`config.mk`:
```
export PLATFORM = sky130hd
export DESIGN_NAME = onehot_decoder_seq
export DESIGN_NICKNAME = d
export VERILOG_FILES = /design/src/rtl/onehot_decoder_seq.sv
export SDC_FILE = /design/constraint.sdc
export NUM_CORES = 1
export LEC_CHECK = 0
export ABC_AREA = 1
export BUFFER_PORTS_ARGS = -buffer_cell sky130_fd_sc_hd__buf_4
export CAP_MARGIN = 20
export CELL_PAD_IN_SITES_DETAIL_PLACEMENT = 1
export CELL_PAD_IN_SITES_GLOBAL_PLACEMENT = 1
export CORE_MARGIN = 2
export CORE_UTILIZATION = 35
export DETAILED_ROUTE_END_ITERATION = 6
export PLACE_DENSITY = 0.81
export SYNTH_ARGS = -nofsm -noshare
export SYNTH_HDL_FRONTEND = slang
export SYNTH_SLANG_ARGS = --single-unit
```
`constraint.sdc`:
```
create_clock -name clk -period 1.61 [get_ports clk]
set_input_delay 0.161 -clock clk [delete_from_list [all_inputs] [get_ports clk]]
set_output_delay 0.161 -clock clk [all_outputs]
set_load 0.01 [all_outputs]
```
`src/rtl/onehot_decoder_seq.sv`:
```
// Registered 2-to-4 (parameterisable) decoder with a valid/ready intake.
// Each accepted code is driven one-hot for a fixed hold window, followed by a fixed idle gap.
module onehot_decoder_seq #(
    parameter int unsigned IDX_W       = 2,
    parameter int unsigned HOLD_CYCLES = 4,
    parameter int unsigned GAP_CYCLES  = 1
) (
    input  logic                   clk,
    input  logic                   rst_n,
    input  logic                   in_valid,
    output logic                   in_ready,
    input  logic [IDX_W-1:0]       in_idx,
    input  logic                   in_none,
    output logic [(1<<IDX_W)-1:0]  y,
    output logic                   busy,
    output logic                   done
);

    localparam int unsigned OUT_W   = 1 << IDX_W;
    localparam int unsigned MAX_CYC = (HOLD_CYCLES > GAP_CYCLES) ? HOLD_CYCLES : GAP_CYCLES;
    localparam int unsigned CNT_W   = $clog2(MAX_CYC + 1);
    localparam logic [CNT_W-1:0] HOLD_LOAD = CNT_W'(HOLD_CYCLES - 1);
    // Only loaded when a gap window exists, so the zero-gap case never underflows.
    localparam logic [CNT_W-1:0] GAP_LOAD  = CNT_W'((GAP_CYCLES > 0) ? (GAP_CYCLES - 1) : 0);

    typedef enum logic [1:0] {
        IDLE  = 2'd0,
        DRIVE = 2'd1,
        GAP   = 2'd2
    } state_t;

    state_t             state_q, state_d;
    logic [CNT_W-1:0]   cnt_q, cnt_d;
    logic [OUT_W-1:0]   y_q, y_d;
    logic               busy_q, busy_d;
    logic               done_q, done_d;

    // Ready is withheld during reset so reset always wins over an accept.
    assign in_ready = (state_q == IDLE) && rst_n;

    assign y    = y_q;
    assign busy = busy_q;
    assign done = done_q;

    // Next-state, counter and registered-output values.
    always_comb begin
        state_d = state_q;
        cnt_d   = cnt_q;
        y_d     = y_q;
        busy_d  = busy_q;
        done_d  = 1'b0;
        case (state_q)
            IDLE: begin
                if (in_valid && in_ready) begin
                    state_d = DRIVE;
                    cnt_d   = HOLD_LOAD;
                    y_d     = in_none ? '0 : (OUT_W'(1) << in_idx);
                    busy_d  = 1'b1;
                    done_d  = (HOLD_LOAD == '0);
                end
            end
            DRIVE: begin
                if (cnt_q == '0) begin
                    y_d = '0;
                    if (GAP_CYCLES > 0) begin
                        state_d = GAP;
                        cnt_d   = GAP_LOAD;
                        busy_d  = 1'b1;
                    end else begin
                        state_d = IDLE;
                        busy_d  = 1'b0;
                    end
                end else begin
                    cnt_d  = cnt_q - CNT_W'(1);
                    done_d = (cnt_q == CNT_W'(1));
                end
            end
            GAP: begin
                if (cnt_q == '0) begin
                    state_d = IDLE;
                    busy_d  = 1'b0;
                end else begin
                    cnt_d = cnt_q - CNT_W'(1);
                end
            end
            default: begin
                state_d = IDLE;
                cnt_d   = '0;
                y_d     = '0;
                busy_d  = 1'b0;
            end
        endcase
    end

    // State and output registers with synchronous active-low reset.
    always_ff @(posedge clk) begin
        if (!rst_n) begin
            state_q <= IDLE;
            cnt_q   <= '0;
            y_q     <= '0;
            busy_q  <= 1'b0;
            done_q  <= 1'b0;
        end else begin
            state_q <= state_d;
            cnt_q   <= cnt_d;
            y_q     <= y_d;
            busy_q  <= busy_d;
            done_q  <= done_d;
        end
    end

endmodule

```
==> flow_metrics.py, run 1 <==
metrics = {
    "cts": {
        "clock_sinks": 11,
        "cts_root_buf": "clkbuf_4",
        "clk_path_buf_depth": 2,
        "cts_resized": 0,
        "clock_latency_ns": 0.27,
        "holdBufCountCts": 0,
        "cts_buffers": 3,
        "clk_pin_slew_worst_paths_ns": 0.07,
        "cts_tree": "yes",
        "cts_max_level": 1,
        "cts_setup_buffers": 0,
    },
    "sta": {
        "period_share_pct": 85.98,
        "max-slew-margin-rel_pct": 84.48,
        "worstMarginPinSlew_ns": 0.2324,
        "rsz0062_at_grt": "no",
        "period_needed_ns": 1.384,
        "max_freq_ghz": 0.7224,
        "drv_slew": 0,
        "setup_viol": 0,
        "tns_ns": 0,
        "hold_viol": 0,
        "clock_skew_ns": 0.003028,
    },
    "placed_design": {
        "hpwl_mm": 1.282,
        "globalplace.congestion": 0.7989,
        "port_buffers": 12,
        "place_inst": 137,
    },
    "global_route": {
        "grt_pass1_vias": 617,
        "grt_overflow_total": 0,
        "grt_pass1_wl_mm": 2.628,
        "grt_use_total_pct": 17.45,
        "antenna_found_initial": 0,
        "grt_max_degree": 9,
    },
    "synth": {
        "syn_area_um2": 649.4,
        "ys_top_cells_by_area": "dfxtp_1, nand2_1, inv_1",
        "yosysTopAreaCell": "dfxtp_1",
        "avgSynthCellArea_um2": 6.494,
        "synth_top_area_share_pct": 33.91,
        "ys_ff_latch": 11,
        "synthDistinctLibCells": 15,
        "synth_fp_nets": 109,
        "ys_seq_area_share_pct": 33.91,
        "syn_inst": 100,
        "yosys_warnings": 0,
    },
    "final_layout": {
        "syn2layout_area_growth_pct": 22.93,
        "stdcell_count": 141,
        "drive_above_1_share_pct": 25.00,
        "post-route-util_pct": 46.23,
        "nets": 126,
        "antenna_cells": 0,
        "fill_cells": 242,
    },
    "die": {
        "rows": 15,
        "start_util_pct": 37.61,
        "coreArea_mm2": 0.001727,
        "die_h_um": 47.08,
        "dieWidth_um": 47.08,
        "io_pins": 13,
        "dieArea_mm2": 0.002216,
    },
    "min_path": {
        "whs_path_depth": 3,
        "hp-start": "in_valid",
        "hp-class": "primary input to register",
    },
    "routing": {
        "drt_pass1_iterations": 2,
        "routedWlPerCell_um": 10.96,
        "vias": 649,
        "postRouteAntennaNets": 0,
        "drt-total-wl_mm": 1.546,
        "drt_iter0_markers": 4,
        "drc_errors": 0,
        "avgViaCountPerCell": 4.603,
    },
    "power": {
        "p_leak_nw": 0.4056,
        "power_mw": 1.067,
        "power_density_mw_per_mm2": 1337,
        "peakVddDrop_uv": 637.5,
    },
    "critical_path": {
        "path_class": "register to register",
        "timing.rr.start": "cnt_q[0]$_SDFFE_PN0P_",
        "cp-endpoint": "y[0]$_SDFFE_PN0P_",
        "path_cells": "inv_1 -> ha_1 -> inv_1 -> nor2_1 -> nor2_1 -> nor2_1 -> nand3_1 -> nand2_1 -> nor2_1",
        "crit_required_ns": 1.79,
        "cp-startpoint": "cnt_q[0]$_SDFFE_PN0P_",
        "worst_path_largest_cell_delay_ns": 0.33,
        "ff2ff_path_depth": 9,
        "r2r-end": "y[0]$_SDFFE_PN0P_",
        "endpoint_kind": "register",
        "worstPathArrival_ns": 1.57,
        "start_kind": "register",
        "crit_fanout": 4,
        "crit_slowest_cell": "dfxtp_1",
        "reg2reg_slack_ns": 0.23,
        "crit_top_cell": "nor2_1",
    },
    "job": {
        "max_cap_viol_count": 0,
    },
    "outcome": {
        "status": "finished clean",
    },
}
through the flow:
stage          hold slack, ns  area (um2)  worst slack [ns]
5_1_grt               0.09513       798.3           0.07404
4_1_cts               0.09174       798.3            0.2164
6_report              0.09174       798.3            0.2257
3_5_place_dp           0.3778       770.7            0.2224
2_1_floorplan          0.2641       649.4            0.4320
3_3_place_gp           0.3683       770.7            0.2723
layout make-up:
type	count	area [um2]	area share, %
Sequential cell	11	220.2	27.59
Multi-Input combinational cell	70	357.8	44.83
Timing Repair Buffer	12	90.09	11.29
Tap cell	25	31.28	3.918
Clock inverter	1	5.005	0.6270
Inverter	19	71.32	8.934
Clock buffer	3	22.52	2.821
registers in the layout, summed over array words and instances, names as in the netlist:
| register | cells |
|---|---|
| state_q | 2 |
| cnt_q | 3 |
| done | 1 |
| busy | 1 |
| y | 4 |
cells in the final DEF, fill, tap and decap left out:
master and n:
nor2_1 11, dfxtp_1 11, nor3_1 2, buf_4 12
nand2_4 1, a21oi_1 6, nand3_4 1, nand2_1 28
nor2_4 1, ha_1 3, nand4_1 2, nand2_2 3
nand3_1 10, inv_1 14, nor2_2 2, inv_2 5
clkinv_2 1, clkbuf_4 3
how the worst min path moves through the flow:
stage,to,slack [ns]
floorplan,state_q[0]$_SDFFE_PN0P_,0.26
detailed placement,state_q[0]$_SDFFE_PN0P_,0.38
finish,state_q[0]$_SDFFE_PN0P_,0.09
global placement,state_q[0]$_SDFFE_PN0P_,0.37
CTS,state_q[0]$_SDFFE_PN0P_,0.09
global route,state_q[0]$_SDFFE_PN0P_,0.1
critical path: cells and delay by family (launching register included):
family / cells / cell delay [ns]
and+or+nand+nor: 6 / 0.62
adders and majority gates: 1 / 0.18
DFF: 1 / 0.33
buffers and inverters: 2 / 0.15
cells in the mapped netlist, drive strengths merged:
library cell / number
nor2: 14
inv: 19
ha: 3
nand4: 2
nand2: 32
nand3: 11
a21oi: 6
dfxtp: 11
nor3: 2
kinds of logic after synthesis:
logic type	after synthesis	share of synthesized area, %
flip-flops	11	33.91
buffers and inverters	19	10.98
AND/OR/NAND/NOR	61	44.70
AO/OA/AOI/OAI	6	4.624
adder cells (fa/ha/maj)	3	5.781
layer usage:
metal,GRT usage [%],up-vias,wire length (um),share of wire [%]
met1,21.48,292,727,47
met3,5.769,4,59,3.8
met5,0,-,0,0
li1,-,341,-,-
met2,28.22,12,735,48
met4,6.667,0,23,1.5
power by group:
part	total, mW	switching, mW	internal [mW]
Clock	0.193	0.101	0.0921
Combinational	0.503	0.312	0.191
Sequential	0.370	0.0397	0.331
Total	1.07	0.453	0.614
No activity file was read; power rests on OpenSTA's default activity.
==> inputs of run 2 (changes only) <==
Settings changed: CORE_MARGIN 2 to unset, SLEW_MARGIN set to 0.
==> flow_metrics.py, run 2 (same netlist as run 1, synthesis figures left out) <==
metrics = {
    "routing": {
        "routedWlPerCell_um": 11.57,
        "vias": 649,
        "drc_errors": 0,
        "postRouteAntennaNets": 0,
        "drt-total-wl_mm": 1.631,
        "avgViaCountPerCell": 4.603,
        "drt_iter0_markers": 2,
        "drt_pass1_iterations": 4,
    },
    "power": {
        "p_int_uw": 618.6,
        "peakVddDrop_uv": 510.0,
        "p_clk_share_pct": 18.2,
        "p_leak_nw": 0.4028,
        "p_sw_uw": 457.4,
        "pwr-share-comb_pct": 47.2,
        "power_density_mw_per_mm2": 1350,
        "swShare_pct": 42.51,
        "p_seq_share_pct": 34.6,
    },
    "sta": {
        "period_needed_ns": 1.387,
        "clock_skew_ns": 0.001331,
        "max-slew-margin-rel_pct": 84.00,
        "worstMarginPinSlew_ns": 0.2397,
        "setup_viol": 0,
        "period_share_pct": 86.13,
        "tns_ns": 0,
        "rsz0062_at_grt": "no",
        "drv_slew": 0,
        "max_freq_ghz": 0.7211,
        "hold_viol": 0,
    },
    "die": {
        "dieWidth_um": 45.08,
        "die_h_um": 45.08,
        "dieArea_mm2": 0.002032,
        "rows": 15,
        "coreArea_mm2": 0.001727,
        "io_pins": 13,
        "start_util_pct": 37.61,
    },
    "min_path": {
        "whs_path_depth": 3,
        "hp-class": "primary input to register",
    },
    "cts": {
        "cts_tree": "yes",
        "cts_root_buf": "clkbuf_4",
        "clk_path_buf_depth": 2,
        "cts_setup_buffers": 0,
        "cts_resized": 0,
        "holdBufCountCts": 0,
        "clock_sinks": 11,
        "clock_latency_ns": 0.27,
        "cts_max_level": 1,
        "clk_pin_slew_worst_paths_ns": 0.07,
        "cts_buffers": 3,
    },
    "final_layout": {
        "antenna_cells": 0,
        "final_cell_mix": "nand2_1, inv_1, buf_4",
        "drive_above_1_share_pct": 24.14,
        "final_area_um2": 797.0,
        "nets": 126,
        "syn2layout_area_growth_pct": 22.74,
        "largest_register_ff_count": 4,
        "fill_cells": 238,
        "final_common_cell": "nand2_1",
    },
    "critical_path": {
        "ff2ff_path_depth": 9,
        "start_kind": "register",
        "crit_required_ns": 1.77,
        "worstPathArrival_ns": 1.55,
        "path_class": "register to register",
        "endpoint_kind": "register",
        "crit_fanout": 4,
    },
    "global_route": {
        "antenna_found_initial": 0,
        "grt_max_degree": 9,
        "grt_use_total_pct": 18.74,
        "grt_pass1_vias": 640,
        "grt_overflow_total": 0,
        "grt_pass1_wl_mm": 2.684,
    },
    "job": {
        "max_cap_viol_count": 0,
    },
    "placed_design": {
        "dpl_cell_area_um2": 770.7,
        "hpwl_mm": 1.357,
        "port_buffers": 12,
        "globalplace.congestion": 0.7529,
    },
    "outcome": {
        "status": "finished clean",
    },
}
## run 2: changes by cell type in the layout (fill, tap and decap cells not counted), sizes merged
| cell | change |
|---|---|
| clkbuf | +1 |
| clkinv | -1 |
## run 2: final cells by class
class	instances	area (um2)	area share, %
multi-input combinational	70	357.8	44.90
timing repair buffer	12	90.09	11.30
clock buffer	4	26.28	3.297
sequential	11	220.2	27.63
tap	25	31.28	3.925
inverter	19	71.32	8.948
## run 2: stage by stage
step / power, mW / std cells / setup slack, ns / hold WS [ns] / util (%)
after detailed placement: 0.8892 / 137 / 0.2417 / 0.3825 / 44.64
after floorplan: 0.7268 / 100 / 0.4320 / 0.2641 / -
after CTS: 1.091 / 141 / 0.2118 / 0.09550 / 46.16
final: 1.076 / 141 / 0.2233 / 0.09887 / 46.16
after global placement: 0.8663 / 137 / 0.2751 / 0.3671 / 44.64
after global routing: 1.170 / 141 / 0.05550 / 0.1237 / 46.16
## run 2: worst paths after layout
path	endpoint	slack [ns]	startpoint
worst max-delay path	y[3]$_SDFFE_PN0P_	0.22	cnt_q[0]$_SDFFE_PN0P_
worst min-delay path	state_q[0]$_SDFFE_PN0P_	0.1	in_valid
worst max register to register	y[3]$_SDFFE_PN0P_	0.22	cnt_q[0]$_SDFFE_PN0P_
worst min register to register	busy$_SDFFE_PN0P_	0.47	busy$_SDFFE_PN0P_
## run 2: worst max-delay path, cell delays in order, from the launching register on
cell and delay [ns]:
dfxtp_1 0.33, inv_1 0.11, ha_1 0.18, inv_1 0.06, nor2_1 0.17, nor2_1 0.10, nor2_1 0.13, nand3_1 0.09
nand2_1 0.06, nor2_1 0.04
## run 2: power by group through the flow
stage          combinational, mW  sequential (mW)  clock [mW]
5_1_grt                    0.580            0.379       0.211
4_1_cts                    0.515            0.373       0.202
3_5_place_dp               0.511            0.379           0
3_3_place_gp               0.491            0.375           0
2_1_floorplan              0.340            0.387           0
6_report                   0.508            0.373       0.196
## run 2: layer usage
metal | wire length [um] | part of all wire, % | vias up | GRT usage [%]
met1 | 724 | 44 | 293 | 21.65
met4 | 26 | 1.6 | 0 | 7.273
li1 | - | - | 337 | -
met3 | 63 | 3.9 | 5 | 4.800
met2 | 817 | 50 | 14 | 32.75
met5 | 0 | 0 | - | 0
